[config.mk]
export PLATFORM = sky130hd
export DESIGN_NAME = cic_dec_sched
export DESIGN_NICKNAME = d
export VERILOG_FILES = /design/src/rtl/cic_dec_sched.sv
export SDC_FILE = /design/constraint.sdc
export NUM_CORES = 1
export LEC_CHECK = 0
export CAP_MARGIN = 0
export CORE_MARGIN = 8
export CORE_UTILIZATION = 45
export DETAILED_ROUTE_END_ITERATION = 6
export PLACE_DENSITY = 0.7
export SLEW_MARGIN = 40
export SYNTH_ARGS = -nofsm -noshare
export SYNTH_HDL_FRONTEND = slang
export SYNTH_SLANG_ARGS = --single-unit
[constraint.sdc]
create_clock -name clk -period 3 [get_ports clk]
set_input_delay 0.3 -clock clk [delete_from_list [all_inputs] [get_ports clk]]
set_output_delay 0.3 -clock clk [all_outputs]
set_load 0.05 [all_outputs]
[src/rtl/cic_dec_sched.sv]
// Decimation scheduler for the CIC decimator: counts integrator samples against a
// programmable ratio, strobes hold-register capture and time-shares one comb stage.
module cic_dec_sched #(
    parameter int RW        = 8,
    parameter int DEF_RATIO = 5,
    parameter int NSTG      = 2,
    parameter int COMB_LAT  = 1,
    localparam int SW       = (NSTG > 1) ? $clog2(NSTG) : 1
) (
    input  logic          clk,
    input  logic          rst,
    input  logic          en,
    input  logic          din_vld,
    input  logic [RW-1:0] ratio,
    input  logic          ratio_ld,
    input  logic          ovf_clr,
    output logic          cap_stb,
    output logic          comb_en,
    output logic          comb_ch,
    output logic [SW-1:0] comb_stg,
    output logic          rdy_i,
    output logic          rdy_q,
    output logic          busy,
    output logic          ovf,
    output logic          ratio_err,
    output logic [RW-1:0] cur_ratio
);

    typedef enum logic {IDLE, RUN} state_t;

    state_t        state;
    logic [RW-1:0] cnt;
    logic [RW-1:0] pend_ratio;
    logic          pend_vld;
    logic          last_stg;
    logic          last_step;
    logic          free;
    logic          bnd;
    logic          ld_ok;
    logic [COMB_LAT-1:0] pipe_i;
    logic [COMB_LAT-1:0] pipe_q;

    assign last_stg  = (comb_stg == SW'(NSTG - 1));
    assign last_step = (state == RUN) && comb_ch && last_stg;
    assign free      = (state == IDLE) || last_step;
    assign bnd       = en && din_vld && (cnt == cur_ratio - 1'b1);
    assign ld_ok     = ratio_ld && (ratio >= RW'(2));

    // Busy and comb enable decode the single state flop, so they remain registered.
    assign comb_en = (state == RUN);
    assign busy    = (state == RUN);
    assign rdy_i   = pipe_i[COMB_LAT-1];
    assign rdy_q   = pipe_q[COMB_LAT-1];

    // Phase counter and ratio handling; a load in a boundary cycle bypasses pending.
    always_ff @(posedge clk or posedge rst) begin
        if (rst) begin
            cnt        <= '0;
            cur_ratio  <= RW'(DEF_RATIO);
            pend_ratio <= '0;
            pend_vld   <= 1'b0;
            ratio_err  <= 1'b0;
        end else begin
            // NOTE: non-blocking assignments keep every flop sampling pre-edge values.
            ratio_err <= ratio_ld && (ratio < RW'(2));
            if (bnd)
                cnt <= '0;
            else if (en && din_vld)
                cnt <= cnt + 1'b1;
            if (bnd) begin
                pend_vld <= 1'b0;
                if (ld_ok)
                    cur_ratio <= ratio;
                else if (pend_vld)
                    cur_ratio <= pend_ratio;
            end else if (ld_ok) begin
                pend_vld   <= 1'b1;
                pend_ratio <= ratio;
            end
        end
    end

    // Sequencer: capture strobe, then I stages followed by Q stages, one per cycle.
    always_ff @(posedge clk or posedge rst) begin
        if (rst) begin
            state    <= IDLE;
            cap_stb  <= 1'b0;
            comb_ch  <= 1'b0;
            comb_stg <= '0;
            ovf      <= 1'b0;
        end else begin
            cap_stb <= bnd && free;
            if (bnd && !free)
                ovf <= 1'b1;
            else if (ovf_clr)
                ovf <= 1'b0;
            if (cap_stb) begin
                state    <= RUN;
                comb_ch  <= 1'b0;
                comb_stg <= '0;
            end else if (state == RUN) begin
                if (last_step) begin
                    state    <= IDLE;
                    comb_ch  <= 1'b0;
                    comb_stg <= '0;
                end else if (last_stg) begin
                    comb_ch  <= 1'b1;
                    comb_stg <= '0;
                end else begin
                    comb_stg <= comb_stg + 1'b1;
                end
            end
        end
    end

    // Ready strobes trail each channel's final stage by the comb pipeline latency.
    always_ff @(posedge clk or posedge rst) begin
        if (rst) begin
            pipe_i <= '0;
            pipe_q <= '0;
        end else begin
            pipe_i[0] <= (state == RUN) && !comb_ch && last_stg;
            pipe_q[0] <= last_step;
            for (int k = 1; k < COMB_LAT; k++) begin
                pipe_i[k] <= pipe_i[k-1];
                pipe_q[k] <= pipe_q[k-1];
            end
        end
    end

endmodule

==> tab_implementation.tex, run 1 <==
\begin{tabular}{lr}
\hline
Metric & Value \\
\hline
\multicolumn{2}{l}{\textbf{Run status}} \\
\quad Run status & complete, no violations \\
\multicolumn{2}{l}{\textbf{Power and ir drop}} \\
\quad Relative contribution of sequential cells to total power & 39.0\% \\
\quad Pwr/cell area & 833 nW/um\^{}2 \\
\quad Clock network power share & 17.6\% \\
\quad Leakage power summed over all cells & between 0.9 and 1 nW \\
\quad Worst ir drop on vdd & 292 uV \\
\quad Internal power & 1.05 mW \\
\quad Reported net switching power & 0.788 mW \\
\quad Net switching share of the total power & 42.9\% \\
\quad Combinational Power Share & 43.4\% \\
\multicolumn{2}{l}{\textbf{Cells and area}} \\
\quad Fillcell total & 350 \\
\quad Diode count & 0 \\
\quad Post-layout net count & 225 \\
\quad Most frequent standard cell in the layout excluding fill and tap cells & dfrtp\_1 \\
\quad Post-route insts no fill & 258 \\
\quad Layout overhead on the synthesized area & 27.7\% \\
\quad Utilization after layout & 59.7\% \\
\quad Top flop regs & cnt (8), cur\_ratio (8), pend\_ratio (8) \\
\quad Highest-count cells in the layout ignoring fill and taps & dfrtp\_1 (31), clkdlybuf4s50\_1 (30), nand2\_1 (27) \\
\quad Fraction of layout cells with a size suffix above 1 & 12.9\% \\
\multicolumn{2}{l}{\textbf{Route}} \\
\quad Detailed Route Iter0 Violations & 88 \\
\quad Vias per inst & 5.50 \\
\quad Via total after detailed routing & 1419 \\
\quad Routed WL per cell & about 15 um \\
\quad First-pass iteration count of the detailed router & 4 \\
\quad Total routed wirelength & roughly 4000 um \\
\quad DRC & 0 \\
\quad Antenna Nets Post-Route & 0 \\
\multicolumn{2}{l}{\textbf{Timing}} \\
\quad Fin Clk Skew & 0.00343 ns \\
\quad Post-layout minimum cycle time & 2.55 ns \\
\quad Worst Tran Pin Value & 0.592 ns \\
\quad Post-route fraction of the period consumed by the critical path & 84.9\% \\
\quad Hold Fails Final Rpt & 0 \\
\quad Summed negative setup slack over all endpoints & 0 ns \\
\quad Max-slew violation count & 0 \\
\quad Max-slew headroom & 60.5\% \\
\quad Maximum frequency from static timing analysis & 392 MHz \\
\quad Total of endpoints with negative setup slack in the final report & 0 \\
\quad Unrepaired setup endpoints after global routing & false \\
\multicolumn{2}{l}{\textbf{Logic synthesis}} \\
\quad Number of synthesized flops with an enable pin & 0 \\
\quad Avg Cell Area, Syn & 10.1 sq um \\
\quad Flip-flop and latch count after synthesis & 33 \\
\quad Most used flip-flop cell after synthesis & dfrtp\_1 \\
\quad Gate Count Post-Synth & 170 \\
\quad Synthesized netlist net count & 186 \\
\quad Sequential area share after synthesis & 48.0\% \\
\quad Share of flip-flops with an asynchronous set or reset after synthesis & 100\% \\
\quad Ys Warns & 0 \\
\quad Netlist area before placement & roughly 1700 sq um \\
\quad Distinct cell type count after synthesis & 47 \\
\multicolumn{2}{l}{\textbf{Setup path}} \\
\quad Crit path max-delay family & compound AO/OA/AOI/OAI gates \\
\quad Endpoint required time on the critical path & 3.15 ns \\
\quad Crit-path slowest cell & dfstp\_2 \\
\quad Highest fanout seen on the critical path & 8 \\
\quad Delay contributed by the slowest stage of the critical path & 0.58 ns \\
\quad WS Path Type & flip-flop to flip-flop \\
\quad Endpoint kind of the worst setup timing path & flip-flop \\
\quad Number of buffers and inverters on the critical path & 2 \\
\quad Data arrival time of the worst path & 2.70 ns \\
\quad Kind of launch point of the worst setup path & flip-flop \\
\quad Cell breakdown of the critical path & inv\_1 > ha\_1 > xnor2\_1 > nor3\_1 > o211ai\_2 > a211oi\_2 > buf\_4 > o22ai\_1 \\
\multicolumn{2}{l}{\textbf{Placement}} \\
\quad Number of port buffers & 30 \\
\quad Final GP Congestion & 0.840 \\
\quad Dpl hpwl & between 3000 and 4000 um \\
\quad Cell Count Post-Placement & 250 \\
\multicolumn{2}{l}{\textbf{Floorplanning}} \\
\quad Die height & just under 80 um \\
\quad Total die area & 6070 sq um \\
\quad Core Box Area & $\sim$3700 sq um \\
\quad Horizontal extent of the die & 77.9 um \\
\quad Starting density of the core & roughly 47\% \\
\quad Placement Rows & 22 \\
\quad Count of boundary I/O pins & 31 \\
\multicolumn{2}{l}{\textbf{CTS}} \\
\quad Buffer count from post-CTS setup fixing & 0 \\
\quad Number of sinks handled by clock tree synthesis & 33 \\
\quad Maximum count of clock buffers along a single path & 2 \\
\quad Clock transition at the registers of the reported paths & 0.07 ns \\
\quad TritonCTS clock tree & built \\
\quad H-Tree Depth & 2 \\
\quad Num CTS Buffers & 5 \\
\quad CTS Root Buffer Type & clkbuf\_8 \\
\quad Insertion delay of the later-clocked pin in the worst-skew pair & 0.28 ns \\
\quad Hold-fix buffers at CTS & 0 \\
\quad Quantity of gates resized following cts & 0 \\
\multicolumn{2}{l}{\textbf{Global route}} \\
\quad Most used routing layer & met2 \\
\quad GR met1 Demand/Resource & 15.8\% \\
\quad Initial antenna violation count & 0 \\
\quad Overall fraction of global-route tracks in use & 13.5\% \\
\quad Total congestion overflow & 0 \\
\quad M3 GR Usage & 3.11\% \\
\quad First-pass GRT wire length & between 6000 and 7000 um \\
\quad GR Util met2 & between 20\% and 30\% \\
\quad Pin count of the biggest net entering global routing & 34 \\
\quad Vias in the first global route & $\sim$1400 \\
\multicolumn{2}{l}{\textbf{Job}} \\
\quad Number of violations of the max-capacitance limit & 0 \\
\multicolumn{2}{l}{\textbf{Hold path}} \\
\quad Worst min-delay path class & input pin to async pin \\
\hline
\end{tabular}
==> power groups by stage <==
stage          registers, mW  logic, mW  clock network, mW
2_1_floorplan          0.878      0.388                  0
4_1_cts                0.713      0.803              0.337
3_5_place_dp           0.721      0.795                  0
6_report               0.716      0.797              0.323
5_1_grt                0.735      0.856              0.350
3_3_place_gp           0.709      0.778                  0
==> layer usage <==
metal / up-vias / part of all wire (%) / wire [um]
li1: 678 / - / -
met1: 693 / 41 / 1640
met2: 41 / 53 / 2140
met3: 7 / 4.4 / 177
met4: 0 / 1.0 / 40
met5: - / 0 / 0
==> cell usage after synthesis (4+ instances only) <==
library cell  count  area [sq um]
o21ai_0           7          35.0
dfrtp_1          31           776
xnor2_1           9          78.8
inv_1             9          33.8
o22ai_1           8          50.1
xor2_1            5          43.8
nand2_1          27           101
nor2_1           10          37.5
nor3_1            4          20.0
==> path summary, 6_finish.rpt <==
check,startpoint,end,slack (ns),cells past startpoint
setup / recovery,cur_ratio[0],pend_ratio[6],0.45,8
hold / removal,rst,ratio_err,0.40,3
setup reg to reg,cur_ratio[0],pend_ratio[6],0.45,8
hold reg to reg,cap_stb,comb_ch,0.47,1
max in group asynchronous,rst,cur_ratio[0],2.27,3
min in group clk,cap_stb,comb_ch,0.47,1
==> worst register-to-register path, stage by stage (launching register included) <==
cell      delay, ns
dfstp_2        0.58
inv_1          0.08
ha_1           0.30
xnor2_1        0.12
nor3_1         0.21
o211ai_2       0.20
a211oi_2       0.56
buf_4          0.27
o22ai_1        0.10
==> kinds of logic after synthesis <==
kind of cell | count (synthesis) | share of synthesized area [%]
AO/OA/AOI/OAI | 37 | 16.5
XOR/XNOR | 14 | 7.11
adder cells (fa/ha/maj) | 2 | 1.45
buffers and inverters | 13 | 3.05
flip-flops | 33 | 48.0
multiplexers | 5 | 3.77
AND/OR/NAND/NOR | 66 | 20.1
==> final cells by class <==
class / count / area [sq um] / share of cell area, %
clock buffer: 5 / 68.8 / 3.12
clock inverter: 3 / 17.5 / 0.795
inverter: 9 / 33.8 / 1.53
multi-input combinational: 124 / 850 / 38.6
sequential: 33 / 828 / 37.6
tap: 48 / 60.1 / 2.73
timing repair buffer: 36 / 345 / 15.7
==> stage by stage <==
| stage | hold WS [ns] | setup WS, ns | power, mW | cell area, sq um |
|---|---|---|---|---|
| floorplan | 0.427 | 0.377 | 1.27 | 1730 |
| global placement | 0.458 | 0.536 | 1.49 | 2120 |
| detailed placement | 0.468 | 0.468 | 1.52 | 2120 |
| CTS | 0.413 | 0.450 | 1.85 | 2200 |
| global route | 0.445 | 0.331 | 1.94 | 2200 |
| finish | 0.401 | 0.452 | 1.84 | 2200 |
Power figures use the tool's default switching activity.
==> run 2, diff against run 1 <==
- PLACE_DENSITY: 0.7 -> 0.73
- clock period: 3 -> 2.2 ns (I/O delays scaled with it)
==> run 2 against run 1 <==
Against the previous run:
- the flow now finishes with violations (negative setup slack)
- count of clock-buffer cells in the layout up 3
- routed wire length up 5.5%
- sequential power up 35%
- worst hold slack worse by 0.073 ns
- fmax up 15%
- sequential share of layout area down 2.4 points
- global-route usage up 0.47 points
- flip-flop and latch count unchanged
- clock skew up 0.0020 ns
- die area unchanged
- final area up 8.4%
- non-clock buffer count up 16
- critical path type unchanged
- critical endpoint is now cur_ratio[1]
- highest routed layer unchanged
==> tab_implementation.tex, run 2 (same netlist as run 1, synthesis figures left out) <==
\begin{tabular}{lr}
\hline
Metric & Value \\
\hline
\multicolumn{2}{l}{\textbf{Run status}} \\
\quad Run status & finished, violations left \\
\quad Failing checks & negative setup slack \\
\multicolumn{2}{l}{\textbf{Global route}} \\
\quad Initial antenna violation count & 0 (unchanged) \\
\quad Vias in the first global route & 1478 (+3.8\%) \\
\quad Total congestion overflow & 0 (unchanged) \\
\quad Overall fraction of global-route tracks in use & 13.9\% (+0.47 points) \\
\quad Pin count of the biggest net entering global routing & 34 (unchanged) \\
\quad First-pass GRT wire length & 6800 um (+0.31\%) \\
\multicolumn{2}{l}{\textbf{Cells and area}} \\
\quad Storage element area & 840 sq um (+1.4\%) \\
\quad Most frequent standard cell in the layout excluding fill and tap cells & clkdlybuf4s50\_1 \\
\quad Area of the multi-input gates & 893 sq um (+5.2\%) \\
\quad Post-layout net count & 241 (+7.1\%) \\
\quad Highest-count cells in the layout ignoring fill and taps & clkdlybuf4s50\_1 (30), dfrtp\_1 (28), nand2\_1 (27) \\
\quad Diode count & 0 (unchanged) \\
\quad Layout overhead on the synthesized area & 38.4\% \\
\quad Fillcell total & 314 (-10\%) \\
\quad Top flop regs & cnt (8), cur\_ratio (8), pend\_ratio (8) \\
\quad Fraction of layout cells with a size suffix above 1 & 23.0\% (+10 points) \\
\multicolumn{2}{l}{\textbf{Power and ir drop}} \\
\quad Worst ir drop on vdd & 666 uV (+130\%) \\
\quad Pwr/cell area & 1130 nW/um\^{}2 (+35\%) \\
\quad Leakage power summed over all cells & 1.02 nW (+8.9\%) \\
\multicolumn{2}{l}{\textbf{Floorplanning}} \\
\quad Total die area & 6070 sq um (unchanged) \\
\quad Die height & 77.9 um (unchanged) \\
\quad Starting density of the core & 46.8\% (unchanged) \\
\quad Core Box Area & 3690 sq um (unchanged) \\
\quad Placement Rows & 22 (unchanged) \\
\quad Count of boundary I/O pins & 31 (unchanged) \\
\quad Horizontal extent of the die & 77.9 um (unchanged) \\
\multicolumn{2}{l}{\textbf{Timing}} \\
\quad Maximum frequency from static timing analysis & 450 MHz (+15\%) \\
\quad Max-slew headroom & 65.6\% (+5.1 points) \\
\quad Total of endpoints with negative setup slack in the final report & 7 (+7) \\
\quad Setup slack after layout & -0.0200 ns (-0.472 ns) \\
\quad Max-slew violation count & 0 (unchanged) \\
\quad Summed negative setup slack over all endpoints & -0.0622 ns (-0.0622 ns) \\
\quad Final worst hold slack & 0.327 ns (-0.0733 ns) \\
\quad Hold Fails Final Rpt & 0 (unchanged) \\
\quad Post-layout minimum cycle time & 2.22 ns (-0.328 ns) \\
\quad Fin Clk Skew & 0.00541 ns (+0.00198 ns) \\
\quad Unrepaired setup endpoints after global routing & true \\
\quad Worst Tran Pin Value & 0.515 ns (-0.0771 ns) \\
\quad Post-route fraction of the period consumed by the critical path & 101\% (+16 points) \\
\multicolumn{2}{l}{\textbf{Hold path}} \\
\quad Worst min-delay path class & input pin to async pin \\
\multicolumn{2}{l}{\textbf{CTS}} \\
\quad Number of sinks handled by clock tree synthesis & 33 (unchanged) \\
\quad CTS Root Buffer Type & clkbuf\_8 \\
\quad Hold-fix buffers at CTS & 0 (unchanged) \\
\quad TritonCTS clock tree & built \\
\quad Num CTS Buffers & 5 (unchanged) \\
\quad Maximum count of clock buffers along a single path & 2 (unchanged) \\
\quad Insertion delay of the later-clocked pin in the worst-skew pair & 0.28 ns (about the same) \\
\quad H-Tree Depth & 2 (unchanged) \\
\quad Clock transition at the registers of the reported paths & 0.07 ns (about the same) \\
\multicolumn{2}{l}{\textbf{Route}} \\
\quad DRC & 0 (unchanged) \\
\quad Antenna Nets Post-Route & 0 (unchanged) \\
\quad Total routed wirelength & 4210 um (+5.5\%) \\
\quad Via total after detailed routing & 1478 (+4.2\%) \\
\quad Vias per inst & 5.39 (-1.9\%) \\
\quad Detailed Route Iter0 Violations & 83 (-5.7\%) \\
\quad Routed WL per cell & 15.4 um (-0.70\%) \\
\quad First-pass iteration count of the detailed router & 4 (unchanged) \\
\multicolumn{2}{l}{\textbf{Placement}} \\
\quad Dpl hpwl & 3310 um (+10\%) \\
\quad Placement Setup Slack & -0.0471 ns (-0.515 ns) \\
\quad Number of port buffers & 30 (unchanged) \\
\quad Final GP Congestion & 0.838 (-0.26\%) \\
\multicolumn{2}{l}{\textbf{Setup path}} \\
\quad Endpoint kind of the worst setup timing path & flip-flop \\
\quad Kind of launch point of the worst setup path & flip-flop \\
\quad Data arrival time of the worst path & 2.39 ns (-0.31 ns) \\
\quad Endpoint required time on the critical path & 2.37 ns (-0.78 ns) \\
\quad Highest fanout seen on the critical path & 5 (-3) \\
\quad WS Path Type & flip-flop to flip-flop \\
\multicolumn{2}{l}{\textbf{Job}} \\
\quad Number of violations of the max-capacitance limit & 0 (unchanged) \\
\hline
\end{tabular}
## run 2: path summary, 6_finish.rpt
| kind | slack [ns] | startpoint | depth (start not counted) | endpoint |
|---|---|---|---|---|
| worst max-delay path | -0.02 | cur_ratio[0] | 8 | cur_ratio[1] |
| max in group asynchronous | 1.54 | rst | 3 | cur_ratio[2] |
| worst max register to register | -0.02 | cur_ratio[0] | 8 | cur_ratio[1] |
| min in group clk | 0.47 | cap_stb | 1 | comb_stg |
| worst min-delay path | 0.33 | rst | 3 | ratio_err |
| worst min register to register | 0.47 | cap_stb | 1 | comb_stg |
## run 2: worst max-delay path, cell delays in order (launching register included)
cell and delay [ns]:
dfstp_4 0.49, inv_4 0.06, ha_4 0.12, or3b_4 0.40, o31a_1 0.26, o211ai_2 0.25, a2111oi_4 0.05, buf_4 0.17
mux2_4 0.29
## run 2: per-layer routing
layer	vias up	global-route usage (%)	wire [um]	share of wire (%)
li1	710	-	-	-
met1	719	14.7	1710	41
met2	42	25.3	2240	53
met3	7	4.49	200	4.7
met4	0	5.00	70	1.7
met5	-	0	0	0
## run 2: report_power, final
part | switching [mW] | internal, mW
clock | 0.211 | 0.255
combinational | 0.713 | 0.544
sequential | 0.196 | 0.771
total | 1.12 | 1.57
## run 2: stage by stage
stage,utilization [%],total power [mW],instances,instance area (sq um)
after floorplan,-,1.76,170,1760
after global placement,61.6,2.16,266,2270
after detailed placement,61.6,2.20,266,2270
after CTS,64.3,2.70,274,2370
after global routing,64.8,2.83,274,2390
final,64.8,2.69,274,2390
## run 2: layout make-up
type	instances	share of cell area (%)
repair buffers	52	19.6
multi-input cells	124	37.4
inverters	9	1.52
well taps	48	2.51
flip-flops and latches	33	35.1
clock buffers	8	3.77
## run 2: repair_timing
item                       CTS  global route
setup endpoints to repair   16            25
resized for setup            2             3
buffers inserted             1             1
pin swaps                    3             1
==> run 3, diff against run 2 <==
- ABC_CLOCK_PERIOD_IN_PS: unset -> 2200
==> results of run 3 <==
The final DEF is identical to that of run 2; final timing and power are the same.
